--- config.mk ---
export PLATFORM = sky130hd
export DESIGN_NAME = mem_stage_lsu
export DESIGN_NICKNAME = d
export VERILOG_FILES = /design/src/rtl/mem_stage_lsu_pkg.sv /design/src/rtl/lsu_lane_align.sv /design/src/rtl/mem_stage_lsu.sv
export SDC_FILE = /design/constraint.sdc
export NUM_CORES = 1
export LEC_CHECK = 0
export BUFFER_PORTS_ARGS = -buffer_cell sky130_fd_sc_hd__clkbuf_2
export CAP_MARGIN = 20
export CORE_MARGIN = 4
export CORE_UTILIZATION = 54
export DETAILED_ROUTE_END_ITERATION = 10
export GPL_TIMING_DRIVEN = 0
export PLACE_DENSITY = 0.87
export REMOVE_ABC_BUFFERS = 1
export SLEW_MARGIN = 40
export SYNTH_ARGS = -nofsm -noshare
export SYNTH_HDL_FRONTEND = slang
export SYNTH_HIERARCHICAL = 1
export SYNTH_SLANG_ARGS = --single-unit
--- constraint.sdc ---
create_clock -name clk -period 5 [get_ports clk]
set_input_delay 0.25 -clock clk [delete_from_list [all_inputs] [get_ports clk]]
set_output_delay 0.25 -clock clk [all_outputs]
set_load 0.05 [all_outputs]
--- src/rtl/mem_stage_lsu_pkg.sv ---
// mem_stage_lsu_pkg: shared types and encodings for the memory-stage load/store unit
package mem_stage_lsu_pkg;
  typedef enum logic {IDLE, REQ} lsu_state_t;
  localparam logic [2:0] F3_LB  = 3'b000;
  localparam logic [2:0] F3_LH  = 3'b001;
  localparam logic [2:0] F3_LW  = 3'b010;
  localparam logic [2:0] F3_LBU = 3'b100;
  localparam logic [2:0] F3_LHU = 3'b101;
  localparam logic [2:0] F3_SB  = 3'b000;
  localparam logic [2:0] F3_SH  = 3'b001;
  localparam logic [2:0] F3_SW  = 3'b010;
  localparam logic [1:0] WB_ALU = 2'b00;
  localparam logic [1:0] WB_MEM = 2'b01;
  localparam logic [1:0] WB_PC4 = 2'b10;
  typedef struct packed {
    logic        valid;
    logic        reg_write;
    logic [4:0]  rd;
    logic [31:0] wb_data;
  } mem_wb_t;
  function automatic logic [31:0] word_addr(input logic [31:0] a);
    return {a[31:2], 2'b00};
  endfunction
endpackage

--- src/rtl/lsu_lane_align.sv ---
// lsu_lane_align: store lane/enable generation, load extract/extend and access fault detection
module lsu_lane_align
  import mem_stage_lsu_pkg::*;
(
  input  logic [2:0]  funct3,
  input  logic [1:0]  off,
  input  logic [31:0] wd,
  output logic [3:0]  be,
  output logic [31:0] wdata,
  output logic        fault,
  input  logic [2:0]  ld_funct3,
  input  logic [1:0]  ld_off,
  input  logic [31:0] rdata,
  output logic [31:0] ld_data
);
  logic [7:0]  ld_byte;
  logic [15:0] ld_half;
  // Store side: size comes from funct3[1:0]; faults cover illegal sizes and misalignment
  always_comb begin
    be = funct3[1:0] == F3_SB[1:0] ? 4'b0001 << off :
         funct3[1:0] == F3_SH[1:0] ? 4'b0011 << off : 4'b1111;
    wdata = funct3[1:0] == F3_SB[1:0] ? {4{wd[7:0]}} :
            funct3[1:0] == F3_SH[1:0] ? {2{wd[15:0]}} : wd;
    fault = funct3 == 3'b011 || funct3[2:1] == 2'b11 ||
            (funct3[1:0] == F3_SW[1:0] && off != 2'b00) ||
            (funct3[1:0] == F3_SH[1:0] && off[0]);
  end
  // Load side: pick the addressed byte/half and extend by the signedness bit
  always_comb begin
    ld_byte = rdata[{ld_off, 3'b000} +: 8];
    ld_half = ld_off[1] ? rdata[31:16] : rdata[15:0];
    ld_data = ld_funct3 == F3_LB  ? {{24{ld_byte[7]}}, ld_byte} :
              ld_funct3 == F3_LBU ? {24'b0, ld_byte} :
              ld_funct3 == F3_LH  ? {{16{ld_half[15]}}, ld_half} :
              ld_funct3 == F3_LHU ? {16'b0, ld_half} : rdata;
  end
endmodule

--- src/rtl/mem_stage_lsu.sv ---
// mem_stage_lsu: MEM-stage load/store unit with req/ack data memory port and MEM/WB register
module mem_stage_lsu
  import mem_stage_lsu_pkg::*;
#(
  parameter int ACK_TIMEOUT = 64
) (
  input  logic        clk,
  input  logic        reset,
  input  logic        valid_m,
  input  logic        mem_read_m,
  input  logic        mem_write_m,
  input  logic [2:0]  funct3_m,
  input  logic        reg_write_m,
  input  logic [4:0]  rd_m,
  input  logic [1:0]  wb_sel_m,
  input  logic [31:0] DataMemoryAddress_m,
  input  logic [31:0] WD_m,
  input  logic [31:0] PC4_m,
  output logic        dmem_req,
  output logic        dmem_we,
  output logic [31:0] dmem_addr,
  output logic [31:0] dmem_wdata,
  output logic [3:0]  dmem_be,
  input  logic        dmem_ack,
  input  logic [31:0] dmem_rdata,
  output logic        stall_m,
  output logic        err_m,
  output logic        valid_w,
  output logic        reg_write_w,
  output logic [4:0]  rd_w,
  output logic [31:0] wb_data_w
);
  localparam int CW = $clog2(ACK_TIMEOUT);
  lsu_state_t  state, state_nx;
  logic [CW-1:0] cnt;
  logic [31:0] req_addr, req_wdata, wdata, ld_data;
  logic [3:0]  req_be, be;
  logic [2:0]  req_f3;
  logic [1:0]  req_off;
  logic [4:0]  req_rd;
  logic        req_we, req_rw, fault, mem_op, start, bad, timeout;
  mem_wb_t     wb, wb_nx;
  lsu_lane_align u_align (
    .funct3(funct3_m),
    .off(DataMemoryAddress_m[1:0]),
    .wd(WD_m),
    .be(be),
    .wdata(wdata),
    .fault(fault),
    .ld_funct3(req_f3),
    .ld_off(req_off),
    .rdata(dmem_rdata),
    .ld_data(ld_data)
  );
  // Decide whether the slot starts, faults or finishes a transaction; ack beats timeout
  always_comb begin
    mem_op = valid_m && (mem_read_m || mem_write_m);
    start = state == IDLE && mem_op && !fault;
    bad = state == IDLE && mem_op && fault;
    timeout = state == REQ && !dmem_ack && cnt == CW'(ACK_TIMEOUT - 1);
    state_nx = state == IDLE ? (start ? REQ : IDLE) : (dmem_ack || timeout ? IDLE : REQ);
    stall_m = !reset && (start || (state == REQ && !dmem_ack && !timeout));
    err_m = !reset && (bad || timeout);
  end
  // Next MEM/WB bundle: ALU/PC+4 ops retire from IDLE, memory ops on ack, else a bubble
  always_comb begin
    wb_nx = '0;
    if (state == IDLE && valid_m && !mem_op) begin
      wb_nx.valid = 1'b1;
      wb_nx.reg_write = reg_write_m && rd_m != 5'd0;
      wb_nx.rd = rd_m;
      wb_nx.wb_data = wb_sel_m == WB_PC4 ? PC4_m : DataMemoryAddress_m;
    end else if (state == REQ && dmem_ack) begin
      wb_nx.valid = 1'b1;
      wb_nx.reg_write = !req_we && req_rw && req_rd != 5'd0;
      wb_nx.rd = req_rd;
      wb_nx.wb_data = req_we ? 32'd0 : ld_data;
    end
  end
  // State, timeout counter, request registers and MEM/WB register
  always_ff @(posedge clk) begin
    if (reset) begin
      state <= IDLE;
      cnt <= '0;
      req_addr <= '0;
      req_wdata <= '0;
      req_be <= '0;
      req_we <= 1'b0;
      req_f3 <= '0;
      req_off <= '0;
      req_rd <= '0;
      req_rw <= 1'b0;
      wb <= '0;
    end else begin
      state <= state_nx;
      cnt <= state == REQ && state_nx == REQ ? cnt + 1'b1 : '0;
      wb <= wb_nx;
      if (start) begin
        req_addr <= word_addr(DataMemoryAddress_m);
        req_wdata <= wdata;
        req_be <= mem_write_m ? be : 4'b0000;
        req_we <= mem_write_m;
        req_f3 <= funct3_m;
        req_off <= DataMemoryAddress_m[1:0];
        req_rd <= rd_m;
        req_rw <= reg_write_m;
      end
    end
  end
  assign dmem_req = state == REQ;
  assign dmem_we = req_we;
  assign dmem_addr = req_addr;
  assign dmem_wdata = req_wdata;
  assign dmem_be = req_be;
  assign valid_w = wb.valid;
  assign reg_write_w = wb.reg_write;
  assign rd_w = wb.rd;
  assign wb_data_w = wb.wb_data;
endmodule

==> flow_summary.yaml, run 1 <==
status:
  status: "complete, no violations"
sta:
  period_needed_ps: 3190
  slew_headroom: 0.544
  hold_violations: 0
  rsz0062_at_grt: "false"
  report.final.slew_viol_count: 0
  fin_crit_sh: 0.638
  setup_viol_count_final: 0
  worst_pin_slew_ps: 682
  fin_setup_tns_ps: 0
  fmax_ghz: 0.314
  skew_ps: 5.75
  worst_slack_ps: 1810
logic_synthesis:
  ys_top_cells_by_area: "dfxtp_1, o31ai_1, nand4_1, mux2i_1, a21oi_1"
  synth_area_sq_um: 6730
  synthFlopType: "dfxtp_1"
  ys_async_sr_fraction: 0
  synth_edf_count: 0
  seq_area_frac_synth: 0.369
  syn_avg_cell_area_sq_um: 8.59
  yosysUniqueCellTypes: 54
  synthTopCellsByCount: "dfxtp_1, nand2_1, a21oi_1"
  yosysMostFrequentCell: "dfxtp_1"
  synthCells: 783
  yosys.area.top_type: "dfxtp_1"
  ys_ff_latch: 124
  synth.top_cell.area_share: 0.369
  yosysWarnings: 6
clock_tree:
  clkSinkCount: 124
  clk_pin_slew_ps: 60
  post-cts-setup-buffers: 0
  clockBufferDepth: 2
  root_buffer: "clkbuf_16"
  hold_buffers: 0
  cts_max_level: 4
  cts_tree: "built"
  cts_resized: 0
  cts_buffers: 17
  clk_latency_ps: 420
global_routing:
  use_met1: 0.373
  grt_pass1_vias: 7050
  busiest_layer: "met2"
  grt_pass1_wl_um: 36000
  met2_usage: 0.529
  grt-ovfl-total: 0
  use_met3: 0.0895
  grt_use_total: 0.313
  antenna_found_initial: 0
  grt_max_degree: 83
worst_setup_path:
  path_max_fanout: 48
  rr_endpoint: "wb_data_w[8]"
  cpMaxStageDelayCell: "o21ai_0"
  r2r_cells: 5
  start_kind: "primary input"
  critPathBufInv: 4
  reg2reg_from: "req_off[1]"
  cp.arrival_ps: 2940
  r2r_slack_ps: 2880
  crit_chain: "clkbuf_2 > o21ai_0 > nand2_4 > clkinv_4 > buf_12 > nand3_1 > o21ai_1 > clkbuf_2"
  crit_path_end_kind: "primary output"
  critPathRequiredTime_ps: 4750
  worstSetupPathDepth: 8
  cp_top_family: "buffers and inverters"
  critical_path_class: "primary input to primary output"
  critPathMostFrequentCell: "clkbuf_2"
  slowest_delay_ps: 440
route:
  wl_per_cell_um: 20.1
  routed_wl_um: 23200
  postRouteAntennaNets: 0
  drt-pass1-iter-count: 8
  drtIter0Drc: 865
  vias: 7241
  route.detailed.drc: 0
  viasPerCell: 6.28
placed_design:
  place_worst_setup_slack_ps: 1850
  gp_congestion: 0.874
  dp_hpwl_um: 15600
  io_buffer_count: 253
floorplanning:
  io_pins: 256
  die_w_um: 120
  core_sq_um: 12100
  dieArea_sq_um: 14300
  rows: 40
  initial_core_util: 0.555
  die_y_um: 120
power_and_ir_drop:
  p_leak_nw: 3.73
  peakVddDrop_v: 0.000242
  p_per_area_nw_per_um2: 349
  p_total_mw: 3.05
layout:
  nNetsFinal: 1122
  drive_gt1_frac: 0.382
  syn_to_final_growth_pct: 29.9
  diodes: 0
worst_hold_path:
  hold_path.class: "primary input to flop"
  hold_start: "DataMemoryAddress_m[21]"
  holdPathEnd: "dmem_addr[21]"
  hold_depth: 3
job:
  cap_viol_max_count: 0
sequential cells by signal, indices dropped and copies added (netlist names), 2 cells and up:
| register | count |
|---|---|
| dmem_addr | 30 |
| rd_w | 5 |
| req_rd | 5 |
| dmem_be | 4 |
| dmem_wdata | 32 |
| req_off | 2 |
| req_f3 | 3 |
| wb_data_w | 32 |
| cnt | 6 |
worst max-delay path by stage:
stage,startpoint,end,slack [ps]
2_1_floorplan,dmem_req,stall_m,300
3_3_place_gp,funct3_m[1],stall_m,-2360
3_5_place_dp,funct3_m[1],stall_m,1850
4_1_cts,funct3_m[1],stall_m,1860
5_1_grt,funct3_m[1],stall_m,1630
6_report,funct3_m[1],stall_m,1810
cell usage in the layout (no fill, tap or decap), drive strengths merged, types with 7 or more instances in the layout:
| cell | instances |
|---|---|
| nor2 | 17 |
| mux2i | 45 |
| nand2 | 92 |
| o31ai | 77 |
| nand4 | 77 |
| a31oi | 14 |
| o22ai | 9 |
| o21ai | 55 |
| mux4 | 7 |
| nor2b | 7 |
| buf | 15 |
| inv | 15 |
| clkbuf | 274 |
| dfxtp | 124 |
| mux2 | 18 |
| a21oi | 86 |
through the flow:
stage | area [sq um] | cells | util | hold slack [ps]
after global routing | 8740 | 1153 | 0.721 | 80.6
after CTS | 8740 | 1153 | 0.721 | 66.6
after detailed placement | 8050 | 1121 | 0.664 | 461
final | 8740 | 1153 | 0.721 | 78.3
after floorplan | 6220 | 685 | - | 319
after global placement | 7700 | 1106 | 0.636 | 452
worst reg2reg max path: stages, from the launching register on:
cell	delay [ps]
dfxtp_1	730
and3b_1	690
nand2_1	120
a31oi_1	310
nand2_1	130
o21ai_2	70
final cells by class:
type / instances / area [sq um]
multi-input combinational: 545 / 3740
fill: 945 / 3370
sequential: 124 / 2480
timing repair buffer: 268 / 1550
clock buffer: 21 / 480
clock inverter: 11 / 211
tap: 168 / 210
inverter: 16 / 65.1
metal layers:
metal | wire (um) | vias up
met5 | 0 | -
met4 | 648 | 0
met3 | 2530 | 64
met2 | 11300 | 465
met1 | 8670 | 3429
li1 | - | 3283
where the power goes:
group          internal [mW]  switching [mW]
Combinational          0.182           0.375
Clock                  0.986           0.456
Sequential              1.02          0.0231
Total                   2.19           0.854
cell families after synthesis:
logic type,Yosys count,synth area share
AO/OA/AOI/OAI,247,0.241
AND/OR/NAND/NOR,218,0.168
flip-flops,124,0.369
buffers and inverters,115,0.0844
multiplexers,70,0.124
adder cells (fa/ha/maj),5,0.00930
XOR/XNOR,3,0.00391
other,1,0.000558
No activity file was read; power rests on OpenSTA's default activity.
==> run 2, diff against run 1 <==
--- a/config.mk
+++ b/config.mk
@@ -8,10 +8,10 @@
 export BUFFER_PORTS_ARGS = -buffer_cell sky130_fd_sc_hd__clkbuf_2
 export CAP_MARGIN = 20
 export CORE_MARGIN = 4
-export CORE_UTILIZATION = 54
+export CORE_UTILIZATION = 50
 export DETAILED_ROUTE_END_ITERATION = 10
 export GPL_TIMING_DRIVEN = 0
-export PLACE_DENSITY = 0.87
+export PLACE_DENSITY = 0.81
 export REMOVE_ABC_BUFFERS = 1
 export SLEW_MARGIN = 40
 export SYNTH_ARGS = -nofsm -noshare
==> constraint.sdc (replaced) <==
create_clock -name clk -period 3 [get_ports clk]
set_input_delay 0.15 -clock clk [delete_from_list [all_inputs] [get_ports clk]]
set_output_delay 0.15 -clock clk [all_outputs]
set_load 0.05 [all_outputs]
==> run 2 against run 1 <==
Cell count is 3.5% higher. Combinational power grew 73%. Sequential share of layout area fell by 0.84 points. Die area increased by 7.4%. Count of clock-buffer cells in the layout fell by 1. Worst setup slack lost 1600 ps. Non-clock buffer count grew 31. Via count decreased by 0.11%. Hold slack worse by 64 ps. Critical path type unchanged. Largest cell class unchanged. Largest power group unchanged.
==> flow_summary.yaml, run 2 (synthesis results as in run 1) <==
clock_tree:
  cts_max_level: 4
  clkSinkCount: 124
  cts_buffers: 17
  cts_tree: "built"
  clk_latency_ps: 410
  root_buffer: "clkbuf_16"
  clk_pin_slew_ps: 60
  clockBufferDepth: 2
sta:
  report.final.slew_viol_count: 0
  skew_ps: 7.68
  period_needed_ps: 2790
  rsz0062_at_grt: "false"
  fmax_ghz: 0.359
  fin_crit_sh: 0.930
  fin_hold_ws_ps: 14.1
  hold_violations: 0
  fin_setup_tns_ps: 0
  worst_pin_slew_ps: 651
  slew_headroom: 0.566
  worst_slack_ps: 211
  setup_viol_count_final: 0
floorplanning:
  dieArea_sq_um: 15400
  core_sq_um: 13200
  initial_core_util: 0.510
  io_pins: 256
  rows: 42
  die_y_um: 124
  die_w_um: 124
global_routing:
  grt_pass1_vias: 7101
  antenna_found_initial: 1
  grt_max_degree: 83
  grt-ovfl-total: 0
  grt_pass1_wl_um: 36000
  grt_use_total: 0.297
route:
  route.detailed.drc: 0
  drtIter0Drc: 592
  routed_wl_um: 23400
  wl_per_cell_um: 19.6
  viasPerCell: 6.06
  drt-pass1-iter-count: 5
  vias: 7233
  postRouteAntennaNets: 0
power_and_ir_drop:
  p_leak_nw: 3.83
  p_total_mw: 4.78
  peakVddDrop_v: 0.000355
  p_per_area_nw_per_um2: 530
job:
  cap_viol_max_count: 0
layout:
  diodes: 0
  final_cells: 1193
  final_common_cell: "clkbuf_2"
  syn_to_final_growth_pct: 33.9
  fillers: 1078
  nNetsFinal: 1154
  final_cell_mix: "clkbuf_2, dfxtp_1, nand2_1"
  final_util: 0.683
  stdcell_area_sq_um: 9000
  drive_gt1_frac: 0.372
worst_hold_path:
  hold_path.class: "primary input to flop"
worst_setup_path:
  crit_path_end_kind: "primary output"
  critical_path_class: "primary input to primary output"
  path_max_fanout: 55
  critPathRequiredTime_ps: 2850
  cp.arrival_ps: 2640
  start_kind: "primary input"
placed_design:
  place_worst_setup_slack_ps: -22.2
  dpl_cell_area_sq_um: 8100
  io_buffer_count: 253
  dp_hpwl_um: 15600
  place_inst: 1130
  gp_congestion: 0.828
status:
  status: "complete, no violations"
## run 2: area by class of cell
class	count	area [sq um]	share of cell area
multi-input combinational	546	3750	0.417
sequential	124	2480	0.276
timing repair buffer	299	1890	0.210
clock buffer	20	447	0.0496
tap	176	220	0.0245
clock inverter	12	146	0.0163
inverter	16	65.1	0.00723
## run 2: layer usage
layer / part of all wire / routed length, um / global-route usage
met4: 0.031 / 721 / 0.136
met5: 0.00086 / 20 / 0
met2: 0.49 / 11400 / 0.506
met1: 0.38 / 8950 / 0.350
met3: 0.099 / 2310 / 0.0754
## run 2: where the power goes
group          switching [mW]  internal (mW)  total (mW)
Clock                   0.747           1.32        2.07
Sequential             0.0376           1.70        1.74
Combinational           0.630          0.336       0.966
## run 2: final timing paths
path	startpoint	end	slack [ps]	cells after the start
min	PC4_m[10]	wb_data_w[10]	10	3
max reg2reg	req_off[1]	wb_data_w[7]	900	5
max	DataMemoryAddress_m[0]	stall_m	210	12
min reg2reg	dmem_addr[22]	dmem_addr[22]	470	2
## run 2: timing repair
item	in CTS	in global routing
endpoints found under the setup margin	1	1
gates resized for setup	2	3
pin swaps	1	0
hold buffers	30	0
setup buffers	0	0
gates cloned	1	0
hold endpoints to repair	32	0
## run 2: worst max-delay path: stages
cell	delay [ps]
clkbuf_2	160
inv_1	110
ha_1	160
inv_1	50
o21ai_2	250
nand2_4	280
buf_12	270
clkinv_4	190
buf_16	270
nand3_1	220
o21ai_1	180
clkbuf_2	300
